File: src/rtl/wb_timer_if.sv
// Wishbone-style 16-bit bus interface shared by master and the wb_timer slave.
interface if_wb;
  logic        cyc;
  logic        stb;
  logic        we;
  logic [15:0] adr;
  logic [15:0] dat_m2s;
  logic [15:0] dat_s2m;
  logic        ack;

  modport slave (
    input  cyc, stb, we, adr, dat_m2s,
    output dat_s2m, ack
  );

  modport master (
    output cyc, stb, we, adr, dat_m2s,
    input  dat_s2m, ack
  );
endinterface

File: src/rtl/wb_timer.sv
// Bus-mapped 16-bit timer: CTRL/COUNT/COMPARE/STATUS behind a wait-state bus FSM.
// Define WB_TIMER_IRQ_EN to build the IRQEN control bit and the irq output.
module wb_timer #(
  parameter logic [15:0] BASE_ADR    = 16'h7FFC,
  parameter int unsigned WAIT_STATES = 0
) (
  input  logic   clk,
  input  logic   reset,
  if_wb.slave    wb,
  output logic   irq
);

`ifdef WB_TIMER_IRQ_EN
  localparam bit IrqSupported = 1'b1;
`else
  localparam bit IrqSupported = 1'b0;
`endif

  localparam bit          NoWait      = (WAIT_STATES == 0);
  localparam int unsigned WaitLastInt = NoWait ? 0 : WAIT_STATES - 1;
  localparam logic [2:0]  WaitLast    = 3'(WaitLastInt);

  typedef enum logic [1:0] {StIdle, StWait, StAck} state_e;

  state_e      state_q, state_d;
  logic [2:0]  wait_cnt_q, wait_cnt_d;
  logic [15:0] rdata_q, rdata_d;
  logic        en_q, en_d, reload_q, reload_d, irqen_q, irqen_d;
  logic [7:0]  presc_q, presc_d, pre_q, pre_d;
  logic [15:0] count_q, count_d, compare_q, compare_d;
  logic        match_q, match_d, irq_q, irq_d;

  logic        sel, commit, tick, match_set;
  logic        wr_ctrl, wr_count, wr_cmp, wr_status;
  logic [1:0]  idx;
  logic [15:0] rmux;

  assign sel = wb.cyc & wb.stb & (wb.adr[15:2] == BASE_ADR[15:2]);
  assign idx = wb.adr[1:0];

  // Bus FSM; commit marks the edge that enters StAck.
  always_comb begin
    state_d    = state_q;
    wait_cnt_d = wait_cnt_q;
    commit     = 1'b0;
    unique case (state_q)
      StIdle: begin
        if (sel) begin
          if (NoWait) begin
            state_d = StAck;
            commit  = 1'b1;
          end else begin
            state_d    = StWait;
            wait_cnt_d = 3'd0;
          end
        end
      end
      StWait: begin
        if (!(wb.cyc && wb.stb)) begin
          state_d    = StIdle;
          wait_cnt_d = 3'd0;
        end else if (wait_cnt_q == WaitLast) begin
          state_d    = StAck;
          commit     = 1'b1;
          wait_cnt_d = 3'd0;
        end else begin
          wait_cnt_d = wait_cnt_q + 3'd1;
        end
      end
      StAck:   state_d = StIdle;
      default: state_d = StIdle;
    endcase
  end

  assign wr_ctrl   = commit & wb.we & (idx == 2'd0);
  assign wr_count  = commit & wb.we & (idx == 2'd1);
  assign wr_cmp    = commit & wb.we & (idx == 2'd2);
  assign wr_status = commit & wb.we & (idx == 2'd3);

  always_comb begin
    rmux = 16'h0;
    unique case (idx)
      2'd0: rmux = {presc_q, 5'b0, irqen_q, reload_q, en_q};
      2'd1: rmux = count_q;
      2'd2: rmux = compare_q;
      2'd3: rmux = {15'b0, match_q};
      default: rmux = 16'h0;
    endcase
  end

  // Read data only lives for the ack cycle, so it is zero otherwise.
  assign rdata_d = (commit && !wb.we) ? rmux : 16'h0;

  assign tick = en_q && (pre_q == presc_q);

  // Timer datapath; bus writes are applied last so they win over tick updates.
  always_comb begin
    en_d      = en_q;
    reload_d  = reload_q;
    irqen_d   = irqen_q;
    presc_d   = presc_q;
    pre_d     = pre_q;
    count_d   = count_q;
    compare_d = compare_q;
    match_set = 1'b0;

    if (en_q) pre_d = tick ? 8'd0 : pre_q + 8'd1;

    if (tick) begin
      if (count_q == compare_q) begin
        match_set = 1'b1;
        if (reload_q) count_d = 16'h0;
        else          en_d    = 1'b0;
      end else begin
        count_d = count_q + 16'd1;
      end
    end

    if (wr_ctrl) begin
      en_d     = wb.dat_m2s[0];
      reload_d = wb.dat_m2s[1];
      irqen_d  = wb.dat_m2s[2] & IrqSupported;
      presc_d  = wb.dat_m2s[15:8];
    end
    if (wr_count) begin
      count_d = wb.dat_m2s;
      pre_d   = 8'd0;
    end
    if (wr_cmp) compare_d = wb.dat_m2s;
  end

  assign match_d = match_set | (match_q & ~(wr_status & wb.dat_m2s[0]));
  assign irq_d   = match_q & irqen_q & IrqSupported;

  always_ff @(posedge clk or posedge reset) begin
    if (reset) begin
      state_q    <= StIdle;
      wait_cnt_q <= 3'd0;
      rdata_q    <= 16'h0;
      en_q       <= 1'b0;
      reload_q   <= 1'b0;
      irqen_q    <= 1'b0;
      presc_q    <= 8'd0;
      pre_q      <= 8'd0;
      count_q    <= 16'h0;
      compare_q  <= 16'hFFFF;
      match_q    <= 1'b0;
      irq_q      <= 1'b0;
    end else begin
      state_q    <= state_d;
      wait_cnt_q <= wait_cnt_d;
      rdata_q    <= rdata_d;
      en_q       <= en_d;
      reload_q   <= reload_d;
      irqen_q    <= irqen_d;
      presc_q    <= presc_d;
      pre_q      <= pre_d;
      count_q    <= count_d;
      compare_q  <= compare_d;
      match_q    <= match_d;
      irq_q      <= irq_d;
    end
  end

  assign wb.ack     = (state_q == StAck);
  assign wb.dat_s2m = rdata_q;
  assign irq        = irq_q;

endmodule

File: src/flat_wrapper.sv
// flat-port wrapper written by rule: the top's interface ports become plain ports
module wb_timer_flat 
#(
  parameter logic [15:0] BASE_ADR    = 16'h7FFC,
  parameter int unsigned WAIT_STATES = 0
)
  (clk, reset, irq, wb_cyc, wb_stb, wb_we, wb_adr, wb_dat_m2s, wb_dat_s2m, wb_ack);
  if_wb wb_i ();
  input  logic clk;
  input  logic reset;
  output logic irq;
  input wire logic [$bits(wb_i.cyc)-1:0] wb_cyc;
  input wire logic [$bits(wb_i.stb)-1:0] wb_stb;
  input wire logic [$bits(wb_i.we)-1:0] wb_we;
  input wire logic [$bits(wb_i.adr)-1:0] wb_adr;
  input wire logic [$bits(wb_i.dat_m2s)-1:0] wb_dat_m2s;
  output wire logic [$bits(wb_i.dat_s2m)-1:0] wb_dat_s2m;
  output wire logic [$bits(wb_i.ack)-1:0] wb_ack;
  assign wb_i.cyc = wb_cyc;
  assign wb_i.stb = wb_stb;
  assign wb_i.we = wb_we;
  assign wb_i.adr = wb_adr;
  assign wb_i.dat_m2s = wb_dat_m2s;
  assign wb_dat_s2m = wb_i.dat_s2m;
  assign wb_ack = wb_i.ack;
  wb_timer #(.BASE_ADR(BASE_ADR), .WAIT_STATES(WAIT_STATES)) u_core (.clk(clk), .reset(reset), .wb(wb_i), .irq(irq));
endmodule
File: config.mk
export PLATFORM = sky130hd
export DESIGN_NAME = wb_timer_flat
export DESIGN_NICKNAME = d
export VERILOG_FILES = /design/src/rtl/wb_timer_if.sv /design/src/rtl/wb_timer.sv /design/src/flat_wrapper.sv
export SDC_FILE = /design/constraint.sdc
export NUM_CORES = 1
export LEC_CHECK = 0
export CELL_PAD_IN_SITES_DETAIL_PLACEMENT = 0
export CELL_PAD_IN_SITES_GLOBAL_PLACEMENT = 2
export CORE_ASPECT_RATIO = 1.2
export CORE_MARGIN = 4
export CORE_UTILIZATION = 40
export CTS_CLUSTER_DIAMETER = 150
export DETAILED_ROUTE_END_ITERATION = 6
export DONT_BUFFER_PORTS = 1
export PLACE_DENSITY = 0.8
export REMOVE_ABC_BUFFERS = 1
export SETUP_SLACK_MARGIN = 0.2
export SLEW_MARGIN = 10
export SYNTH_ARGS = -nofsm -noshare
export SYNTH_HDL_FRONTEND = slang
export SYNTH_SLANG_ARGS = --single-unit
File: constraint.sdc
create_clock -name clk -period 2.53 [get_ports clk]
set_input_delay 0.253 -clock clk [delete_from_list [all_inputs] [get_ports clk]]
set_output_delay 0.253 -clock clk [all_outputs]
set_load 0.02 [all_outputs]
==> summary by stage <==
Outcome
The flow ran to the end, and the final reports show no timing, DRC or antenna violations.

Worst setup path
The type of the worst setup path is reg2reg. The data arrival time of the worst path is 2.45 ns. The maximum fanout count along the critical path is 15. The required time at the endpoint of the critical path is 2.77 ns. STA classifies the critical path startpoint as a flip-flop.

The sort of element at the end of the critical path is a flip-flop.

Cells and area
The count of nets after finishing is 455. From synthesis to final layout, the design area changed by 14.1%. The number of standard cells in the final layout excluding fillers is 541. Of the cells placed in the final design, the portion with a size suffix greater than 1 is 0.188. The repair_antennas step left the layout with diodes totalling 0.

Place
At the end of routability-driven placement, the weighted congestion stood at 0.775. Once placement completed, the tool counted placed cells totaling 511. The estimated wirelength of the detail-placed design is 7.51 mm. The count of input and output buffers is 0.

Timing
Setup repair after global routing could not meet its margin everywhere. The number of max-slew violations in the final report was 0. On the final layout, the worst clock skew is 0.0124 ns. Setup violations remaining at the end of the flow were counted as 0. The final count of hold timing violations was 0. The final period utilization is 0.871. Static timing analysis puts the maximum clock frequency at 0.454 GHz. The final critical path time including I/O delays and setup is 2.20 ns. The final setup TNS is 0 ns.

Floorplan
55 I/O pins were placed. The horizontal extent of the die is 97.1 µm. The overall die height is 115 µm. The region available for standard cell placement spans 9180 µm². The floorplan has 38 rows.

The die area is 11200 µm². The initial utilization of the core area, before any placement, comes to 0.415.

GRT
The number of antenna violations at the first check in global routing is 0. The combined global-route utilization of all metal layers is 0.198. Entering global routing, the biggest net connects 27 pins. The first global-routing pass estimated 17.1 mm of wire. The via count of the first global-routing pass is 3175. The residual overflow from global routing is 0.

Detailed routing
The final layout contains routed wiring with a total length of 10.4 mm. The detailed-router iteration count before antenna repair is 4. Once detail routing completed, the nets flagged for antenna violations numbered 0. The routed layout has 2986 vias. For this block, the initial DRC count from the detailed router was 146. The total DRC errors in the routed layout is 0. In the final routed layout, each cell accounts on average for 19.2 µm.

Dividing the detail-routed via count by the number of cells gives 5.52.

Yosys
The count of different cell masters after synthesis is 53. Counting flops with a built-in enable in the synthesized netlist gives 0. In this run the cell area of the synthesized design comes to 3810 µm².

For this run, the number of Yosys warnings is 0. Of the synthesized area, sequential elements account for 0.452. In the synthesized netlist the dominant register cell turns out to be sky130_fd_sc_hd__dfrtp_1.

The number of register bits inferred by synthesis is 68. The gate count after technology mapping is 395. The synthesized area per cell is 9.64 µm². In the synthesized netlist the async set-or-reset flop fraction comes to 1.00.

Clock tree
The later-pin clock latency in the skew report is 0.36 ns. The total number of clock tree sinks is 68. The clock tree root driver cell is sky130_fd_sc_hd__clkbuf_8.

The number of buffers added by the clock tree synthesis step is 9. The maximum buffer depth of the clock tree is 2. CTS built an H-tree with a depth of 3. After clock tree synthesis, the clock-pin slew on the worst setup and hold paths is 0.07 ns. The TritonCTS clock tree is done.

Pwr
The largest vdd supply drop is 0.220 mV. The cell leakage power is 0.00196 µW. The power density over cell area is 497 nW/µm².

Min path
The path class of the tightest hold or removal check is in2reg.

Job
Across the run, the number of max-cap violations was 0.
-- power by group --
part           total [µW]  switching, µW  internal [µW]
logic                83.4           48.0           35.4
clock network         989            428            561
registers            1090          0.179           1090
-- kinds of logic after synthesis --
family	share of synthesized area
AND/OR/NAND/NOR	0.244
AO/OA/AOI/OAI	0.0943
other	0.000985
multiplexers	0.0877
flip-flops	0.452
XOR/XNOR	0.0710
adder cells (fa/ha/maj)	0.00657
buffers and inverters	0.0430
-- registers in the layout, indices dropped and copies added (netlist names), 8 cells and up --
| signal | flops |
|---|---|
| u_core.compare_q | 16 |
| u_core.count_q | 16 |
| u_core.pre_q | 8 |
| u_core.presc_q | 8 |
| u_core.wb.dat_s2m | 16 |
-- layout by cell type, fill, tap and decap left out, types with 3 or more instances in the layout --
cell and n:
sky130_fd_sc_hd__o2111ai_1 3, sky130_fd_sc_hd__inv_1 4, sky130_fd_sc_hd__a211o_1 9, sky130_fd_sc_hd__and3_1 14
sky130_fd_sc_hd__nand4_1 8, sky130_fd_sc_hd__nand3_1 15, sky130_fd_sc_hd__mux2_2 6, sky130_fd_sc_hd__a22oi_1 6
sky130_fd_sc_hd__a21oi_1 21, sky130_fd_sc_hd__nand2_1 53, sky130_fd_sc_hd__dlygate4sd3_1 11, sky130_fd_sc_hd__nor4_1 3
sky130_fd_sc_hd__mux2i_1 12, sky130_fd_sc_hd__dfrtp_1 52, sky130_fd_sc_hd__mux2_1 11, sky130_fd_sc_hd__nor3_1 4
sky130_fd_sc_hd__nor2b_1 6, sky130_fd_sc_hd__buf_4 26, sky130_fd_sc_hd__clkbuf_8 13, sky130_fd_sc_hd__or4_1 3
sky130_fd_sc_hd__dfstp_2 16, sky130_fd_sc_hd__xor2_1 27, sky130_fd_sc_hd__o21ai_0 8, sky130_fd_sc_hd__nor2_1 42
sky130_fd_sc_hd__or3_1 8
-- what timing repair did --
| item | CTS | global route |
|---|---|---|
| setup endpoints to repair | 7 | 10 |
| setup buffers | 2 | 1 |
| pin swaps | 1 | 1 |
| hold buffers | 11 | 0 |
| endpoints found under the hold margin | 25 | 0 |
| gates resized for setup | 0 | 1 |
-- final timing paths --
path	startpoint	endpoint	slack (ns)	cells past startpoint
max	u_core.state_q[1]	u_core.count_q[4]	0.33	6
min	wb_dat_m2s[3]	u_core.count_q[3]	0.02	1
max reg2reg	u_core.state_q[1]	u_core.count_q[4]	0.33	6
min reg2reg	u_core.presc_q[2]	u_core.presc_q[2]	0.53	2
max in group asynchronous	reset	u_core.compare_q[9]	1.47	3
min in group asynchronous	reset	u_core.count_q[7]	0.32	2
-- metal layers --
metal	vias up	part of all wire	GRT usage	wire length [µm]
li1	1423	-	-	-
met1	1493	0.44	0.248	4600
met2	56	0.51	0.339	5300
met3	14	0.029	0.0340	299
met4	0	0.017	0.0861	178
met5	-	0	0	0
-- per-stage QoR --
stage	hold WS, ns	area [µm²]	setup WS [ns]	utilization	total power [µW]
after floorplan	0.366	3660	0.412	-	1160
after global placement	0.137	3990	0.156	0.434	1180
after detailed placement	0.139	3990	0.164	0.434	1180
after CTS	0.000172	4330	0.244	0.472	2190
after global routing	0.00789	4350	0.196	0.474	2250
final	0.0194	4350	0.325	0.474	2160
-- worst max-delay path: stages (launching register included) --
cell                       delay (ns)
sky130_fd_sc_hd__dfrtp_1         0.46
sky130_fd_sc_hd__nand2b_4        0.19
sky130_fd_sc_hd__or3_4           0.39
sky130_fd_sc_hd__nor3_4          0.23
sky130_fd_sc_hd__nand3_2         0.31
sky130_fd_sc_hd__and3_1          0.30
sky130_fd_sc_hd__a211o_1         0.22
-- cells in the mapped netlist, types with 3 or more instances --
library cell | instances | share of area
sky130_fd_sc_hd__nand2_1 | 53 | 0.052
sky130_fd_sc_hd__dfrtp_1 | 52 | 0.34
sky130_fd_sc_hd__nor2_1 | 42 | 0.041
sky130_fd_sc_hd__xor2_1 | 27 | 0.062
sky130_fd_sc_hd__a21oi_1 | 21 | 0.028
sky130_fd_sc_hd__dfstp_2 | 16 | 0.11
sky130_fd_sc_hd__nand3_1 | 15 | 0.020
sky130_fd_sc_hd__and3_1 | 14 | 0.023
sky130_fd_sc_hd__mux2i_1 | 12 | 0.032
sky130_fd_sc_hd__buf_2 | 11 | 0.014
sky130_fd_sc_hd__mux2_1 | 11 | 0.033
sky130_fd_sc_hd__clkbuf_1 | 10 | 0.0099
sky130_fd_sc_hd__a211o_1 | 9 | 0.021
sky130_fd_sc_hd__nand4_1 | 8 | 0.013
sky130_fd_sc_hd__o21ai_0 | 8 | 0.011
sky130_fd_sc_hd__or3_1 | 8 | 0.013
sky130_fd_sc_hd__a22oi_1 | 6 | 0.012
sky130_fd_sc_hd__mux2_2 | 6 | 0.018
sky130_fd_sc_hd__nor2b_1 | 6 | 0.0099
sky130_fd_sc_hd__inv_1 | 5 | 0.0049
sky130_fd_sc_hd__nor3_1 | 4 | 0.0053
sky130_fd_sc_hd__nor4_1 | 4 | 0.0066
sky130_fd_sc_hd__buf_6 | 3 | 0.0089
sky130_fd_sc_hd__o2111ai_1 | 3 | 0.0069
sky130_fd_sc_hd__or4_1 | 3 | 0.0059
-- area by class of cell --
cell class                      instances  area [µm²]
Clock buffer                           13         179
Clock inverter                          3        42.5
Fill cell                             913        4830
Inverter                                5        18.8
Multi-Input combinational cell        295        1930
Sequential cell                        68        1720
Tap cell                              120         150
Timing Repair Buffer                   37         305
Note: power is estimated with default switching activity, not from simulation.
